`src/rtl/seg7_scan_driver.sv`:
```
// seg7_scan_driver: N-digit multiplexed 7-segment display scanner.
// Snapshots a packed nibble vector on load and scans one digit per refresh
// period. Each digit gets hex/BCD decode, decimal point, leading-zero
// blanking and a global enable. All outputs are registered.
//
// Ports:
//   clk       system clock, rising edge
//   rst       asynchronous reset, active-high
//   value     packed nibbles, digit i = value[4i+3:4i], digit 0 rightmost
//   dp        decimal point request per digit
//   load      capture value/dp into the shadow registers on this edge
//   blank_lz  suppress leading zeros (digit 0 never blanked)
//   en        0 turns the display off; scanning keeps running
//   SSeg      segments {a,b,c,d,e,f,g}
//   dp_out    decimal point segment
//   an        one-hot anode select, an[i] drives digit i
module seg7_scan_driver #(
  parameter int unsigned N_DIGITS    = 4,
  parameter int unsigned REFRESH_DIV = 50000,
  parameter int unsigned HEX_EN      = 1,
  parameter int unsigned ACTIVE_LOW  = 1
) (
  input  logic                  clk,
  input  logic                  rst,
  input  logic [4*N_DIGITS-1:0] value,
  input  logic [N_DIGITS-1:0]   dp,
  input  logic                  load,
  input  logic                  blank_lz,
  input  logic                  en,
  output logic [6:0]            SSeg,
  output logic                  dp_out,
  output logic [N_DIGITS-1:0]   an
);

  localparam int unsigned VAL_W = 4 * N_DIGITS;
  localparam int unsigned CNT_W = (REFRESH_DIV > 2) ? $clog2(REFRESH_DIV) : 1;
  localparam int unsigned IDX_W = $clog2(N_DIGITS);
  localparam logic        INV   = (ACTIVE_LOW != 0);
  localparam logic        HEX   = (HEX_EN != 0);

  logic [VAL_W-1:0]    shadow;
  logic [N_DIGITS-1:0] dp_sh;
  logic [CNT_W-1:0]    cnt;
  logic [IDX_W-1:0]    idx;
  logic                tick;

  logic [N_DIGITS-1:0] lead_zero;
  logic [N_DIGITS-1:0] an_sel;
  logic [3:0]          cur_nib;
  logic                cur_dp;
  logic                cur_lz;
  logic                slot_on;
  logic [6:0]          seg_nx;
  logic                dp_nx;
  logic [N_DIGITS-1:0] an_nx;

  // Hex/BCD decode, internal polarity (1 = lit), order abcdefg
  function automatic logic [6:0] decode(input logic [3:0] nib);
    logic [6:0] seg;
    case (nib)
      4'h0:    seg = 7'b1111110;
      4'h1:    seg = 7'b0110000;
      4'h2:    seg = 7'b1101101;
      4'h3:    seg = 7'b1111001;
      4'h4:    seg = 7'b0110011;
      4'h5:    seg = 7'b1011011;
      4'h6:    seg = 7'b1011111;
      4'h7:    seg = 7'b1110000;
      4'h8:    seg = 7'b1111111;
      4'h9:    seg = 7'b1111011;
      4'hA:    seg = 7'b1110111;
      4'hB:    seg = 7'b0011111;
      4'hC:    seg = 7'b1001110;
      4'hD:    seg = 7'b0111101;
      4'hE:    seg = 7'b1001111;
      default: seg = 7'b1000111;
    endcase
    if (!HEX && (nib > 4'd9)) seg = 7'b0000001;
    return seg;
  endfunction

  assign tick = (cnt == CNT_W'(REFRESH_DIV - 1));

  // Slot selection, leading-zero detection and next output values
  always_comb begin
    logic run;
    lead_zero = '0;
    an_sel    = '0;
    cur_nib   = '0;
    cur_dp    = 1'b0;
    cur_lz    = 1'b0;
    run       = 1'b1;
    // lead_zero[i]: digits N-1..i are all zero
    for (int i = int'(N_DIGITS) - 1; i >= 0; i--) begin
      run          = run && (shadow[4*i +: 4] == 4'd0);
      lead_zero[i] = run;
    end
    for (int i = 0; i < int'(N_DIGITS); i++) begin
      if (idx == IDX_W'(i)) begin
        cur_nib   = shadow[4*i +: 4];
        cur_dp    = dp_sh[i];
        cur_lz    = lead_zero[i];
        an_sel[i] = 1'b1;
      end
    end
    slot_on = en && !(blank_lz && (idx != '0) && cur_lz);
    seg_nx  = slot_on ? decode(cur_nib) : 7'b0000000;
    dp_nx   = slot_on && cur_dp;
    an_nx   = slot_on ? an_sel : '0;
  end

  // Shadow registers, refresh counter and digit index
  always_ff @(posedge clk or posedge rst) begin
    if (rst) begin
      shadow <= '0;
      dp_sh  <= '0;
      cnt    <= '0;
      idx    <= '0;
    end else begin
      if (load) begin
        shadow <= value;
        dp_sh  <= dp;
      end
      cnt <= tick ? '0 : cnt + CNT_W'(1);
      if (tick) idx <= (idx == IDX_W'(N_DIGITS - 1)) ? '0 : idx + IDX_W'(1);
    end
  end

  // Output registers; polarity applied at the register input
  always_ff @(posedge clk or posedge rst) begin
    if (rst) begin
      SSeg   <= {7{INV}};
      dp_out <= INV;
      an     <= {N_DIGITS{INV}};
    end else begin
      SSeg   <= seg_nx ^ {7{INV}};
      dp_out <= dp_nx ^ INV;
      an     <= an_nx ^ {N_DIGITS{INV}};
    end
  end

endmodule
```
`config.mk`:
```
export PLATFORM = sky130hd
export DESIGN_NAME = seg7_scan_driver
export DESIGN_NICKNAME = d
export VERILOG_FILES = /design/src/rtl/seg7_scan_driver.sv
export SDC_FILE = /design/constraint.sdc
export NUM_CORES = 1
export LEC_CHECK = 0
export BUFFER_PORTS_ARGS = -buffer_cell sky130_fd_sc_hd__clkbuf_2
export CORE_MARGIN = 8
export CORE_UTILIZATION = 50
export CTS_CLUSTER_SIZE = 25
export DETAILED_ROUTE_END_ITERATION = 12
export HOLD_SLACK_MARGIN = 0.15
export PLACE_DENSITY_LB_ADDON = 0.3
export SYNTH_ARGS = -nofsm -noshare
export SYNTH_HDL_FRONTEND = slang
export SYNTH_SLANG_ARGS = --single-unit
```
`constraint.sdc`:
```
create_clock -name clk -period 2.4 [get_ports clk]
set_input_delay 0.12 -clock clk [delete_from_list [all_inputs] [get_ports clk]]
set_output_delay 0.12 -clock clk [all_outputs]
set_load 0.1 [all_outputs]
```
# Word level (Yosys, flattened, before mapping)
# Memories as Yosys holds them, arrays and structs flattened.
# Index checks and enable logic that the tools add are counted.
dict set report word_totals {
  ff_bits 50
  romBits 112
  inputBits 25
  out_inout_bits 12
  elab_cells 51
  memories 1
}
# name depth word_bits rd rd_clocked_by_memory_dff write_ports line
set memory_table {}
lappend memory_table {{(name not given)} 16 7 1 0 0 60} ;# case (nib)
dict set report op_classes {
  add_sub_neg 2
  n_eq_ne 4
  n_mux 20
  bitwise_logic 3
  n_reduce_logical 14
}
# cell n
set op_table {}
lappend op_table {{$mux 4} 5}
lappend op_table {{$add 16x1->16 const B} 1}
lappend op_table {{$eq 16x16->1 const B} 1}
lappend op_table {{$logic_not 4->1} 4}
lappend op_table {{$mux 16} 1}
lappend op_table {{$mux 1} 12}
lappend op_table {{$logic_and 1x1->1} 7}
lappend op_table {{$mux 7} 1}
lappend op_table {{$not 7->7} 1}
lappend op_table {{$eq 2x2->1 const B} 2}
lappend op_table {{$not 4->4} 1}
lappend op_table {{$add 2x1->2 const B} 1}
lappend op_table {{$eq 2x1->1 const B} 1}
lappend op_table {{$logic_not 2->1} 1}
lappend op_table {{$mux 2} 1}
lappend op_table {{$reduce_bool 2->1} 1}
lappend op_table {{$logic_not 1->1} 1}
lappend op_table {{$not 1->1} 1}

# Depth between registers and ports, before layout
# Gate-level depths: netlist (run 1).
dict set report logic_depth {
  ltp_word 13
  ltp_mapped 11
  depth_no_buf 10
}

# Worst setup path after synthesis (run 1)
# OpenSTA, ideal clock, no wires.
dict set report synth_timing {
  kind {register to register}
  startpoint {register idx[0]}
  endpoint {register SSeg[3]}
  arrival_time_ns 2.033
  setup_slack_ns 0.283
  stages_incl_launch_ff 10
  n_path_buf 2
  period_less_slack_ns 2.117
  path_cell_list {dfrtp_1 -> ha_1 -> buf_6 -> buf_2 -> a221oi_2 -> inv_1 -> ha_1 -> nor2_1 -> a211oi_1 -> o21ai_1}
}
dict set report synth_via {
  elab_chain_len 10
  elab_cells_between_ends 20
}
# item line
set synth_lines {}
lappend synth_lines {{from (decl)} 44} ;# logic [IDX_W-1:0] idx;
lappend synth_lines {{from (signal assigned)} 125} ;# if (tick) idx <= (idx == IDX_W'(N_DIGITS - 1)) ? '0 : idx + IDX_W'(1);
lappend synth_lines {{parallel branches: the longest is 8 deep, another holds $mem_v2 16x7} n/a}
lappend synth_lines {{$mux 7 (*)} 107} ;# seg_nx = slot_on ? decode(cur_nib) : 7'b0000000;
lappend synth_lines {{$not 7->7 (no line) (*)} n/a}
lappend synth_lines {{to (signal assigned)} 132} ;# SSeg <= {7{INV}};
lappend synth_lines {{to (signal assigned)} 136} ;# SSeg <= seg_nx ^ {7{INV}};
lappend synth_lines {{to (decl)} 30} ;# output logic [6:0] SSeg,
# Every way passes the cells marked *.
# A chain may end at the register's enable or synchronous reset.

# Final worst setup path (run 1)
dict set report layout_timing {
  startpoint {register idx[0]}
  endpoint {register SSeg[1]}
}
# Same word-level chain as after synthesis.

==> results by group, run 1 <==
STA
  • RSZ-0062 raised after global routing: no
  • Fmax: 452 MHz
  • Setup_tns: 0 ns
  • Least-Margin Pin Slew: 0.588 ns
  • Worst slew margin: approximately three fifths
  • PnR worst setup slack: ~0.19 ns
  • Post-layout min period: 2.21 ns
  • Fin Clk Skew: 0.00632 ns
  • Final Slew Violations: 0
  • Final hold violations: 0
  • Final Cycle Share: ~92%
  • Final setup viols: 0

Clock tree
  • Clock buffer depth: 2
  • CTS Buf Count: 5
  • CTS H-tree depth: 2
  • CTS clk-pin slew, worst paths: 0.09 ns
  • Clock Tree Root: clkbuf_8
  • Clk Latency, worst-skew pair: 0.30 ns
  • Post-CTS sizing: 0
  • CTS tree: done
  • # clock sinks: 50

Flow run
  • Max_cap viols: 0

Drt
  • Vias per std cell: 5.24
  • Final ANT Viol Nets: 0
  • Wirelength, routed: 5010 µm
  • DR vias: 1,839
  • DR iter-0 viols: between 80 and 90
  • Wire per inst: 14.3 µm
  • TritonRoute pass-1 iters: 4
  • # DRC: 0

Worst setup path
  • CP Capture Type: flop
  • Crit path kind: reg2reg
  • CP Data Required Time: approximately 2.6 ns
  • Crit path launch type: flop
  • Flop-to-flop setup slack: 0.19 ns
  • Crit Path Max Fanout: 12
  • Worst EP arrival: 2.43 ns

Cells and area
  • Fillers: 387
  • Share of layout cells above drive strength 1: slightly above 30%
  • # nets final: 319
  • Sequential Area: 0.00127 mm²
  • Multi-input logic area: approximately 0.0011 mm²
  • Area Overhead vs Synth: 22.7%
  • Most common cell after layout, fill and taps aside: dfrtp_1
  • Ant. Diodes: 0
  • Commonest cells after routing, fill and taps aside: 38 x dfrtp_1, 36 x clkbuf_2, 24 x nand2_1

Global routing
  • Vias in the first global route: 1,759
  • Initial antenna violation count: 0
  • Gr usage total: 14.4%
  • Largest net degree at the start of global routing: 51
  • Remaining global-route overflow: 0
  • First-pass GRT wire length: 8620 µm

Logic synthesis
  • Gate Count Post-Synth: approximately 220
  • Post-synth cell types: 39
  • Post-synth top area cell: dfrtp_1
  • Synth top area share: a little under two fifths
  • Netlist Area Pre-Place: 0.00248 mm²
  • Sequential share of the synthesized area: about half
  • Avg Cell Area, Syn: 11.1 µm²
  • Yosys reg bits: 50
  • Ys Warns: 0
  • Net count after synthesis: 260
  • Synth top area cells: dfrtp_1 38%, dfstp_2 13%, mux2_2 7.3%, ha_1 5.5%, nand2_1 3.6%

Placement
  • IO buf count: 36
  • Pre-CTS WS: 0.240 ns
  • DP HPWL: 3490 µm
  • Gpl congestion: 0.864

Floorplanning
  • Ports: 37
  • Die Wd: 86.5 µm
  • Site Rows: 25
  • Initial Util: 52.3%
  • Die H: 86.5 µm
  • Full die area: 0.00748 mm²
  • Core area: 0.00475 mm²

Power and ir drop
  • Pwr/cell area: 619 mW/mm²
  • Peak VDD IR: 0.382 mV
  • Leak Pwr: 0.00136 µW

Outcome
  • Outcome: finished clean

Hold path
  • Hold crit path type: in2reg
==> where the power goes <==
| group | leakage (µW) | switching, µW | internal (µW) |
|---|---|---|---|
| Combinational | 0.000699 | 233 | 121 |
| Sequential | 0.000599 | 33.3 | 903 |
| Clock | 0.0000585 | 285 | 313 |
| Total | 0.00136 | 551 | 1340 |
==> cell families (layout without fill, tap and decap cells) <==
family	Yosys count	count (layout)	synth area share, %
simple gates	72	72	15.2
flops	50	50	51.0
compound gates	37	37	10.6
buf+inv	22	82	4.68
mux	19	19	8.46
fa+ha+maj	11	11	5.54
xor+xnor	13	13	4.58
==> cell type report <==
| cell class | count | area share (%) |
|---|---|---|
| clock inverter | 3 | 1.44 |
| multi-input combinational | 152 | 36.2 |
| inverter | 10 | 1.23 |
| tap | 67 | 2.75 |
| sequential | 50 | 41.5 |
| timing repair buffer | 64 | 14.6 |
| clock buffer | 5 | 2.26 |
==> critical path, stage by stage, from the launching register on <==
cell and delay, ns:
dfrtp_1 0.43, inv_1 0.11, ha_1 0.39, a21oi_1 0.16, o21ai_1 0.35, inv_1 0.17, ha_1 0.25, mux2i_1 0.14
o221ai_1 0.14
==> layer usage <==
layer  GRT usage (%)  routed length [µm]  share of wire [%]  up-vias
li1                -                   -                  -      904
met1            19.1                2340                 47      873
met2            22.4                2340                 47       58
met3            4.06                 293                5.8        4
met4            3.76                  44               0.88        0
met5               0                   0                  0        -
==> sequential cells by signal, summed over array words and instances (netlist names) <==
signal / cells
SSeg: 7
an: 4
cnt: 16
dp_out: 1
idx: 2
dp_sh: 4
shadow: 16
==> worst paths after layout <==
check	startpoint	to	depth (start not counted)
max	idx[0]$_DFFE_PP0N_	SSeg[1]$_DFF_PP1_	8
max in group asynchronous	rst	shadow[6]$_DFFE_PP0P_	4
min in group asynchronous	rst	cnt[14]$_DFF_PP0_	4
min	load	shadow[9]$_DFFE_PP0P_	3
min reg2reg	cnt[0]$_DFF_PP0_	cnt[0]$_DFF_PP0_	1
max reg2reg	idx[0]$_DFFE_PP0N_	SSeg[1]$_DFF_PP1_	8
==> synthesized netlist by cell type (all sizes together) <==
| library cell | instances |
|---|---|
| nor4 | 3 |
| nand2b | 2 |
| nand4 | 5 |
| buf | 8 |
| ha | 11 |
| a21boi | 1 |
| and3 | 3 |
| nor4b | 1 |
| nor2 | 15 |
| a221o | 1 |
| inv | 10 |
| mux2 | 16 |
| xor2 | 7 |
| a211oi | 5 |
| mux2i | 3 |
| dfrtp | 38 |
| o22ai | 1 |
| nor2b | 1 |
| nor3b | 3 |
| xnor2 | 6 |
| nand2 | 24 |
| dfstp | 12 |
| nand3b | 4 |
| o221ai | 5 |
| clkbuf | 4 |
| a221oi | 3 |
| nand3 | 6 |
| o21ai | 14 |
| or3 | 1 |
| a21oi | 7 |
| nor3 | 1 |
| and4 | 2 |
| and2 | 1 |
==> stage by stage <==
step                      cells  area, µm²  power [µW]  hold WS [ns]  utilization, %
final                       351       3050        1890         0.360            64.1
after global routing        351       3050        1960         0.397            64.1
after CTS                   351       3050        1900         0.356            64.1
after detailed placement    321       2720        1280         0.280            57.1
after global placement      321       2720        1270         0.288            57.1
after floorplan             224       2480        1210         0.159               -
==> what timing repair did <==
action	in CTS	in global routing
hold buffers	22	0
endpoints found under the hold margin	59	0
setup endpoints to repair	0	0
buffers inserted	0	0
(Power assumes the default switching activity.)
==> run 2, diff against run 1 <==
- CORE_UTILIZATION: 50 -> 44
==> run 2 against run 1 <==
Total power down 1.6%. Combinational power about the same. Clock skew about the same. Largest cell class unchanged.
==> results by group, run 2 (synthesis gave the netlist of run 1 again) <==
STA
  • Final Slew Violations: 0 (unchanged)
  • Setup_tns: 0 ns (unchanged)
  • Final Cycle Share: 90.2% (-1.9 points)
  • Worst slew margin: 59.6% (-1.2 points)
  • Post-layout min period: 2.16 ns (-0.0462 ns)
  • RSZ-0062 raised after global routing: no
  • Fin Clk Skew: 0.00598 ns (-0.000346 ns)
  • PnR worst setup slack: 0.235 ns (+0.0462 ns)
  • Final hold violations: 0 (unchanged)
  • Fmax: 462 MHz (+2.1%)
  • Final setup viols: 0 (unchanged)
  • Hold Slack: 0.377 ns (+0.0169 ns)
  • Least-Margin Pin Slew: 0.606 ns (+0.0182 ns)

Cells and area
  • # nets final: 321 (+0.63%)
  • Core Util, Final: 56.1% (-8.0 points)
  • Most common cell after layout, fill and taps aside: dfrtp_1
  • Multi-input logic area: 0.00111 mm² (+0.45%)
  • Commonest cells after routing, fill and taps aside: 38 x dfrtp_1, 36 x clkbuf_2, 24 x nand2_1
  • Fillers: 498 (+29%)
  • Ant. Diodes: 0 (unchanged)
  • Sequential Area: 0.00127 mm² (unchanged)
  • Share of layout cells above drive strength 1: 30.8% (+0.49 points)
  • Area Overhead vs Synth: 23.5%
  • Largest regs: cnt x16, shadow x16, SSeg x7

Floorplanning
  • Core area: 0.00547 mm² (+15%)
  • Site Rows: 27 (+8.0%)
  • Die Wd: 91.2 µm (+5.4%)
  • Full die area: 0.00831 mm² (+11%)
  • Initial Util: 45.4% (-6.9 points)
  • Die H: 91.2 µm (+5.4%)
  • Ports: 37 (unchanged)

Hold path
  • Hold crit path type: in2reg

Worst setup path
  • Slowest stage cell, crit path: dfrtp_1
  • CP bufs+invs: 2 (unchanged)
  • Critical path, cell by cell: ha_1 > buf_4 > a221oi_2 > inv_1 > ha_1 > nor2_1 > a211oi_1 > o21ai_1
  • Crit Path Max Fanout: 13 (+1)
  • CP Capture Type: flop
  • Worst EP arrival: 2.39 ns (-0.04 ns)
  • CP Data Required Time: 2.62 ns (about the same)
  • Crit path kind: reg2reg
  • Largest stage delay, worst path: 0.43 ns (about the same)
  • Crit-path most repeated cell: ha_1
  • Crit path launch type: flop
  • Delay-heaviest family, CP: adder cells

Clock tree
  • CTS Buf Count: 5 (unchanged)
  • # clock sinks: 50 (unchanged)
  • Clk Latency, worst-skew pair: 0.30 ns (about the same)
  • CTS H-tree depth: 2 (unchanged)
  • CTS clk-pin slew, worst paths: 0.08 ns (about the same)
  • Clock buffer depth: 2 (unchanged)
  • CTS tree: done
  • Clock Tree Root: clkbuf_8

Drt
  • # DRC: 0 (unchanged)
  • DR vias: 1,857 (+0.98%)
  • Wire per inst: 13.8 µm (-3.2%)
  • DR iter-0 viols: 107 (+29%)
  • TritonRoute pass-1 iters: 4 (unchanged)
  • Wirelength, routed: 4950 µm (-1.3%)
  • Final ANT Viol Nets: 0 (unchanged)
  • Vias per std cell: 5.19 (-1.0%)

Global routing
  • Vias in the first global route: 1,894 (+7.7%)
  • Initial antenna violation count: 0 (unchanged)
  • Gr usage total: 12.9% (-1.5 points)
  • Remaining global-route overflow: 0 (unchanged)
  • Largest net degree at the start of global routing: 51 (unchanged)
  • First-pass GRT wire length: 8970 µm (+4.1%)

Placement
  • Gpl congestion: 0.878 (+1.5%)
  • Pre-CTS WS: 0.192 ns (-0.0478 ns)
  • DP HPWL: 3490 µm (+0.23%)
  • IO buf count: 36 (unchanged)

Flow run
  • Max_cap viols: 0 (unchanged)

Power and ir drop
  • Leak Pwr: 0.00136 µW (about the same)
  • Pwr/cell area: 605 mW/mm² (-2.3%)
  • Peak VDD IR: 0.358 mV (-6.3%)

Outcome
  • Outcome: finished clean
==> run 2: worst paths after layout <==
check	start	end	slack, ns	cells past startpoint
hold / removal	blank_lz	dp_out$_DFF_PP1_	0.38	6
hold reg to reg	cnt[0]$_DFF_PP0_	cnt[0]$_DFF_PP0_	0.47	1
max in group asynchronous	rst	shadow[14]$_DFFE_PP0P_	1.48	4
setup reg to reg	idx[0]$_DFFE_PP0N_	SSeg[3]$_DFF_PP1_	0.24	8
min in group asynchronous	rst	cnt[9]$_DFF_PP0_	0.51	4
setup / recovery	idx[0]$_DFFE_PP0N_	SSeg[3]$_DFF_PP1_	0.24	8
==> run 2: metrics by stage <==
stage / instances / area [µm²] / power (µW)
detailed placement: 328 / 2740 / 1280
CTS: 358 / 3060 / 1890
global placement: 328 / 2740 / 1280
floorplan: 224 / 2480 / 1210
finish: 358 / 3070 / 1860
global route: 358 / 3070 / 1940
==> run 2: tightest hold or removal path, delay by kind of cell <==
kind	cells	cell delay [ns]
buffers and inverters	2	0.26
AOI/OAI and AO/OA	1	0.11
and+or+nand+nor	3	0.17
==> run 2: area by class of cell <==
class	instances	area share, %
timing repair buffer	66	15.0
clock inverter	1	0.979
clock buffer	7	2.49
tap	72	2.94
multi-input combinational	152	36.1
inverter	10	1.22
sequential	50	41.3
==> run 2: where the power goes <==
part	internal (µW)	switching, µW	leakage (µW)	total (µW)
logic	121	234	0.000706	355
registers	903	30.3	0.000599	933
clock network	312	256	0.0000524	568
total	1340	520	0.00136	1860
==> run 2: metal layers <==
| metal | global-route usage [%] | part of all wire (%) |
|---|---|---|
| met2 | 20.5 | 47 |
| met1 | 16.1 | 46 |
| met3 | 4.28 | 5.3 |
| met5 | 0 | 0 |
| met4 | 4.23 | 1.2 |
==> run 2: repair_timing <==
action                                  4_1_cts  5_1_grt
hold buffers                                 22        0
buffers inserted                              0        0
hold endpoints to repair                     59        0
resized for setup                             0        2
endpoints found under the setup margin        0        2
